$ cat src/rtl/csa_addsub_pipe.sv
// Pipelined carry-select adder/subtractor (A+B or A-B) with valid/ready streams.
// Latency: STAGES = WIDTH/SLICE cycles from accept to out_valid; one beat per cycle.
// Backpressure: per-stage ready chain; a stalled stage holds its contents, STAGES beats of buffering.
//
// Ports:
//   clk, rst                   rising-edge clock, synchronous active-high reset
//   in_valid/in_ready          operand beat handshake (in_a, in_b, in_sub)
//   out_valid/out_ready        result beat handshake (out_sum, out_cout, out_ovf)
//   in_sub                     0: A+B, 1: A+~B+1
//   out_cout                   carry out of the MSB (for subtract: 1 = no borrow)
//   out_ovf                    signed overflow
module csa_addsub_pipe #(
  parameter int WIDTH = 32,
  parameter int SLICE = 8
) (
  input  logic             clk,
  input  logic             rst,
  input  logic             in_valid,
  output logic             in_ready,
  input  logic [WIDTH-1:0] in_a,
  input  logic [WIDTH-1:0] in_b,
  input  logic             in_sub,
  output logic             out_valid,
  input  logic             out_ready,
  output logic [WIDTH-1:0] out_sum,
  output logic             out_cout,
  output logic             out_ovf
);

  localparam int STAGES = WIDTH / SLICE;

  if (WIDTH % SLICE != 0) begin : g_bad_slice
    $error("csa_addsub_pipe: WIDTH must be a multiple of SLICE");
  end

  // Stage k register holds result bits [(k+1)*SLICE-1:0] already resolved,
  // the operands (only bits above the resolved part still matter), and the
  // carry out of slice k.
  logic [STAGES-1:0] vld_q;
  logic [STAGES-1:0] cy_q;
  logic [STAGES-1:0] cy_d;
  logic [WIDTH-1:0]  res_q [STAGES];
  logic [WIDTH-1:0]  res_d [STAGES];
  logic [WIDTH-1:0]  a_q   [STAGES];
  logic [WIDTH-1:0]  b_q   [STAGES];
  logic              ovf_q;
  logic              ovf_d;

  // What each stage sees coming from upstream: the input port for stage 0,
  // the previous stage register otherwise.
  logic [STAGES-1:0] src_vld;
  logic [STAGES-1:0] src_c;
  logic [WIDTH-1:0]  src_a   [STAGES];
  logic [WIDTH-1:0]  src_b   [STAGES];
  logic [WIDTH-1:0]  src_res [STAGES];

  // rdy[k]: stage k may load this cycle (empty, or its content moves on).
  logic [STAGES:0] rdy;

  assign rdy[STAGES] = out_ready;
  assign in_ready    = rdy[0];

  for (genvar k = 0; k < STAGES; k++) begin : g_stage
    localparam logic [WIDTH-1:0] MASK = WIDTH'({SLICE{1'b1}}) << (k * SLICE);

    logic [SLICE-1:0] sa;
    logic [SLICE-1:0] sb;
    logic [SLICE:0]   s0;
    logic [SLICE:0]   s1;
    logic [SLICE:0]   sel;
    logic [WIDTH-1:0] slice_w;

    assign rdy[k] = !vld_q[k] || rdy[k+1];

    if (k == 0) begin : g_head
      // Subtract is A + ~B + 1: invert B once on entry, inject the +1 as carry-in.
      assign src_vld[k] = in_valid;
      assign src_c[k]   = in_sub;
      assign src_a[k]   = in_a;
      assign src_b[k]   = in_sub ? ~in_b : in_b;
      assign src_res[k] = '0;
    end else begin : g_body
      assign src_vld[k] = vld_q[k-1];
      assign src_c[k]   = cy_q[k-1];
      assign src_a[k]   = a_q[k-1];
      assign src_b[k]   = b_q[k-1];
      assign src_res[k] = res_q[k-1];
    end

    // Both carry-in candidates, then the real carry picks one.
    assign sa  = src_a[k][k*SLICE +: SLICE];
    assign sb  = src_b[k][k*SLICE +: SLICE];
    assign s0  = {1'b0, sa} + {1'b0, sb};
    assign s1  = s0 + {{SLICE{1'b0}}, 1'b1};
    assign sel = src_c[k] ? s1 : s0;

    assign slice_w  = WIDTH'(sel[SLICE-1:0]) << (k * SLICE);
    assign res_d[k] = (src_res[k] & ~MASK) | slice_w;
    assign cy_d[k]  = sel[SLICE];

    if (k == STAGES - 1) begin : g_last
      // Carry into the MSB is recovered from the MSB sum bit; overflow is
      // that carry disagreeing with the carry out.
      assign ovf_d = (sa[SLICE-1] ^ sb[SLICE-1] ^ sel[SLICE-1]) ^ sel[SLICE];
    end
  end

  always_ff @(posedge clk) begin
    if (rst) begin
      vld_q            <= '0;
      cy_q             <= '0;
      ovf_q            <= 1'b0;
      res_q[STAGES-1]  <= '0;
    end else begin
      for (int k = 0; k < STAGES; k++) begin
        if (rdy[k]) begin
          vld_q[k] <= src_vld[k];
          if (src_vld[k]) begin
            res_q[k] <= res_d[k];
            a_q[k]   <= src_a[k];
            b_q[k]   <= src_b[k];
            cy_q[k]  <= cy_d[k];
          end
        end
      end
      if (rdy[STAGES-1] && src_vld[STAGES-1]) begin
        ovf_q <= ovf_d;
      end
    end
  end

  assign out_valid = vld_q[STAGES-1];
  assign out_sum   = res_q[STAGES-1];
  assign out_cout  = cy_q[STAGES-1];
  assign out_ovf   = ovf_q;

endmodule
$ cat config.mk
export PLATFORM = sky130hd
export DESIGN_NAME = csa_addsub_pipe
export DESIGN_NICKNAME = d
export VERILOG_FILES = /design/src/rtl/csa_addsub_pipe.sv
export SDC_FILE = /design/constraint.sdc
export NUM_CORES = 1
export LEC_CHECK = 0
export BUFFER_PORTS_ARGS = -buffer_cell sky130_fd_sc_hd__buf_4
export CAP_MARGIN = 10
export CORE_UTILIZATION = 62
export CTS_CLUSTER_DIAMETER = 100
export DETAILED_ROUTE_END_ITERATION = 8
export GPL_ROUTABILITY_DRIVEN = 0
export PLACE_DENSITY_LB_ADDON = 0.05
export SLEW_MARGIN = 20
export SYNTH_ARGS = -nofsm -noshare
export SYNTH_HDL_FRONTEND = slang
export SYNTH_SLANG_ARGS = --single-unit
export TNS_END_PERCENT = 1
$ cat constraint.sdc
create_clock -name clk -period 11.3 [get_ports clk]
set_input_delay 0.565 -clock clk [delete_from_list [all_inputs] [get_ports clk]]
set_output_delay 0.565 -clock clk [all_outputs]
set_load 0.01 [all_outputs]
Word-level counts from Yosys, hierarchy flattened
Memories as Yosys holds them, arrays and structs flattened.
Index checks and enable logic that the tools add are counted.
Cells by class
  $add $sub $neg: 8
  $mul: 0
  divide/modulo/power cells: 0
  $lt $le $gt $ge: 0
  equality and inequality tests: 0
  shift operators: 0
  multiplexer cells: 24
  bitwise logic cells: 8
  reduce and logical (&&, ||, !) cells: 13
Operators by type and width (number)
  two-way mux 32 bit: 2
  adder 8 x 8 -> 9 bit: 4
  adder 9 x 1 -> 9 bit (second input constant): 4
  two-way mux 9 bit: 4
  NOT 32 bit: 1
  OR 24 x 32 -> 32 bit: 1
  OR 32 x 16 -> 32 bit: 1
  OR 32 x 24 -> 32 bit: 1
  two-way mux 1 bit: 18
  AND reduction 2 bit: 4
  logical NOT 1 bit: 4
  logical OR 1 bit: 4
  XOR 1 bit: 3
  logical AND 1 bit: 1
  OR 1 bit: 1
Word-level totals
  register bits: 9
  latch bits: 0
  RAM bits: 384
  bits in read-only memories: 0
  bits of input ports: 69
  output and inout port bits: 36
  memories: 3
Memories
  a_q: depth 4, bits a word 32, rd ports 3, clocked after Yosys merged registers in 0, write ports 4, line 44  | logic [WIDTH-1:0] a_q [STAGES];
  b_q: depth 4, bits a word 32, rd ports 3, clocked after Yosys merged registers in 0, write ports 4, line 45  | logic [WIDTH-1:0] b_q [STAGES];
  res_q: depth 4, bits a word 32, rd ports 4, clocked after Yosys merged registers in 0, write ports 4, line 42  | logic [WIDTH-1:0] res_q [STAGES];

Longest topological paths before layout
  depth after elaboration: 8
  depth in mapped cells: 13
  depth with buffers taken out: 11

Worst setup path before layout
OpenSTA, ideal clock, no wires.
  path type: input -> register
  start point: input port out_ready
  end point: memory a_q[0][10], enable pin
  data arrival time: 3405 ps
  data required time: 10830 ps
  slack: 7425 ps
  cell stages on the path: 5
  buffers on the path: 0
  cell sequence: nor2b_1 -> and3_1 -> nand2_1 -> nand2_1 -> nor2_1
RTL lines
  start, declared: line 24  | input logic out_ready,
  end, declared: line 44

==> reports/qor.yml <==
top_layer_used: "met4"
yosysSeqAreaShare: 0.6670
cts.sinks: 185
syn_avg_cell_area_um2: 14.50
grt_pass1_wl_um: 22260
hp-class: "in2reg"
rsz0062_at_grt: "false"
synth_area_mm2: 0.008194
p_int_uw: 1220
grt_pass1_vias: 4794
layout_common_cells: "edfxtp_1 (176), buf_4 (108), xor2_1 (48)"
final_util: 0.7675
syn2layout_area_growth_pct: 19.64
syn_inst: 565
dr.first_iter.drc_count: 366
nets: 793
dieArea_mm2: 0.01368
fin_cells: 868
crit_top_cell: "o21ai_0"
drive_gt1_frac: 0.2126
comb_power_share: 0.094
initial_core_util: 0.6415
vdd_drop_max_mv: 0.1016
max_freq_mhz: 320.9
core_area_mm2: 0.01277
grt_max_degree: 39
skew_ps: 7.712
dr.pass1.iters: 4
syn_nets: 675
path_max_fanout: 38
h-tree-depth: 4
synth_cell_type_count: 62
seqPwrFrac: 0.516
period_minus_slack_ps: 3116
ys_seq_elements: 185
crit_arrival_ps: 3280
routed-via-count: 4816
path_class: "in2reg"
p_clk_frac: 0.390
setup.worst_path.end_class: "register"
final.setup.tns_ps: 0
synth_edf_count: 176
ios: 105
wl_met3_um: 677
worstPathRequired_ps: 11470
finalSetupViolCount: 0
worst_pin_slew_ps: 816.1
dr_wl_met2_um: 7561
startpoint_type: "input port"
cts_tree: "built"
slew_headroom: 0.4560
layout_commonest_cell: "edfxtp_1"
overflow: 0
rows: 41
power.share.switching: 0.2104
outcome: "complete, no violations"
hpwl_um: 9722
crit_chain: "buf_4 -> xor2_1 -> ha_1 -> inv_1 -> fa_1 -> nor2b_1 -> o21ai_0 -> a21boi_0 -> o21ai_0 -> a21oi_1 -> nand3_1 -> xnor2_1"
antenna_cells: 0
cts.reportedPaths.clkPinSlew_ps: 60
yosys_warnings: 0
cp_num_buf_inv: 2
numPortBuffers: 104
antenna_found_initial: 0
p_leak_uw: 0.003764
drc_errors: 0
fin_crit_sh: 0.2757
cts_root_buf: "clkbuf_16"
wl_per_cell_um: 15.94
power_uw: 1545
vias_per_cell: 5.548
crit_family: "compound AO/OA/AOI/OAI gates"
whs_ps: 314.5
clock_path_buffers: 2
cts_buffers: 17
postRouteAntennaNets: 0
routed_wl_um: 13840
die_w_um: 117.0
grt_use_total: 0.2228
hold_buffers: 0
p_sw_uw: 325.1
async_reset_ff_frac: 0
slowest_stage: "buf_4"
placed_cells: 836
cts_resized: 0
finalHoldViolCount: 0
synth_top_flop_cell: "edfxtp_1"
finalMaxSlewViolations: 0
slowest_delay_ps: 480
wl_met1_um: 5191
power_density_mw_per_mm2: 157.6
drv_cap: 0
clk_latency_ps: 420
dieHeight_um: 117.0
post_cts_buffers: 0
==> sequential cells by signal, summed over array words and instances, names as in the netlist <==
signal and flops:
b_q 48, res_q 80, a_q 48, cy_q 4, out_ovf 1, vld_q 4
==> layer usage <==
layer	up-vias	GRT usage
met5	-	0
met4	0	0.1122
met3	32	0.04892
met2	136	0.4091
met1	2316	0.2431
li1	2332	-
==> power by group through the flow <==
stage                     Clock [uW]  Combinational, uW  Sequential [uW]
after floorplan                    0               88.9              812
after global placement             0                137              810
after detailed placement           0                143              812
after CTS                        610                145              797
after global routing             636                161              800
final                            602                145              797
==> Yosys cell counts (7+ instances only) <==
cell type    n  area, um2
nor2b_1      8      50.05
nor2_1      34      127.6
nand3_1     16      80.08
clkbuf_1     7      26.28
xor2_1      48      420.4
o21ai_0     13      65.06
edfxtp_1   176       5285
dfxtp_1      9      180.2
nor3_1       8      40.04
a21o_1       7      52.55
ha_1        37      462.9
and2_1      24      150.1
inv_1       27      101.4
xnor2_1     21      183.9
a21oi_1     18      90.09
nand2_1     23      86.33
==> final timing paths <==
kind	from	endpoint	slack (ps)	cells after the start
max	in_sub	res_q[0][7]	8180	12
min	in_a[12]	a_q[0][12]	310	1
max reg2reg	b_q[2][24]	out_ovf	8390	9
min reg2reg	a_q[1][24]	a_q[2][24]	420	0
==> layout make-up <==
class,instances,area [um2]
clock buffer,18,429.2
timing repair buffer,108,810.8
fill,782,2970
tap,172,215.2
sequential,185,5465
multi-input combinational,344,2603
clock inverter,14,178.9
inverter,27,101.3
==> metrics by stage <==
| stage | setup slack, ps | cell area, um2 |
|---|---|---|
| floorplan | 7425 | 8194 |
| global placement | 7981 | 9195 |
| finish | 8184 | 9803 |
| detailed placement | 7861 | 9195 |
| CTS | 8269 | 9803 |
| global route | 7949 | 9803 |
==> logic make-up after synthesis <==
logic type,share of synthesized area
xor+xnor,0.07375
flops,0.6670
mux,0.003817
buf+inv,0.01726
compound gates,0.07421
fa+ha+maj,0.06627
simple gates,0.09773
==> worst register-to-register path, delay by kind of cell, from the launching register on <==
| kind | cells | cell delay, ps |
|---|---|---|
| and+or+nand+nor | 2 | 400 |
| adders and majority gates | 2 | 620 |
| xor gates and xnor gates | 1 | 250 |
| DFF | 1 | 390 |
| AOI/OAI and AO/OA | 4 | 1140 |
Note: power is estimated with default switching activity, not from simulation.
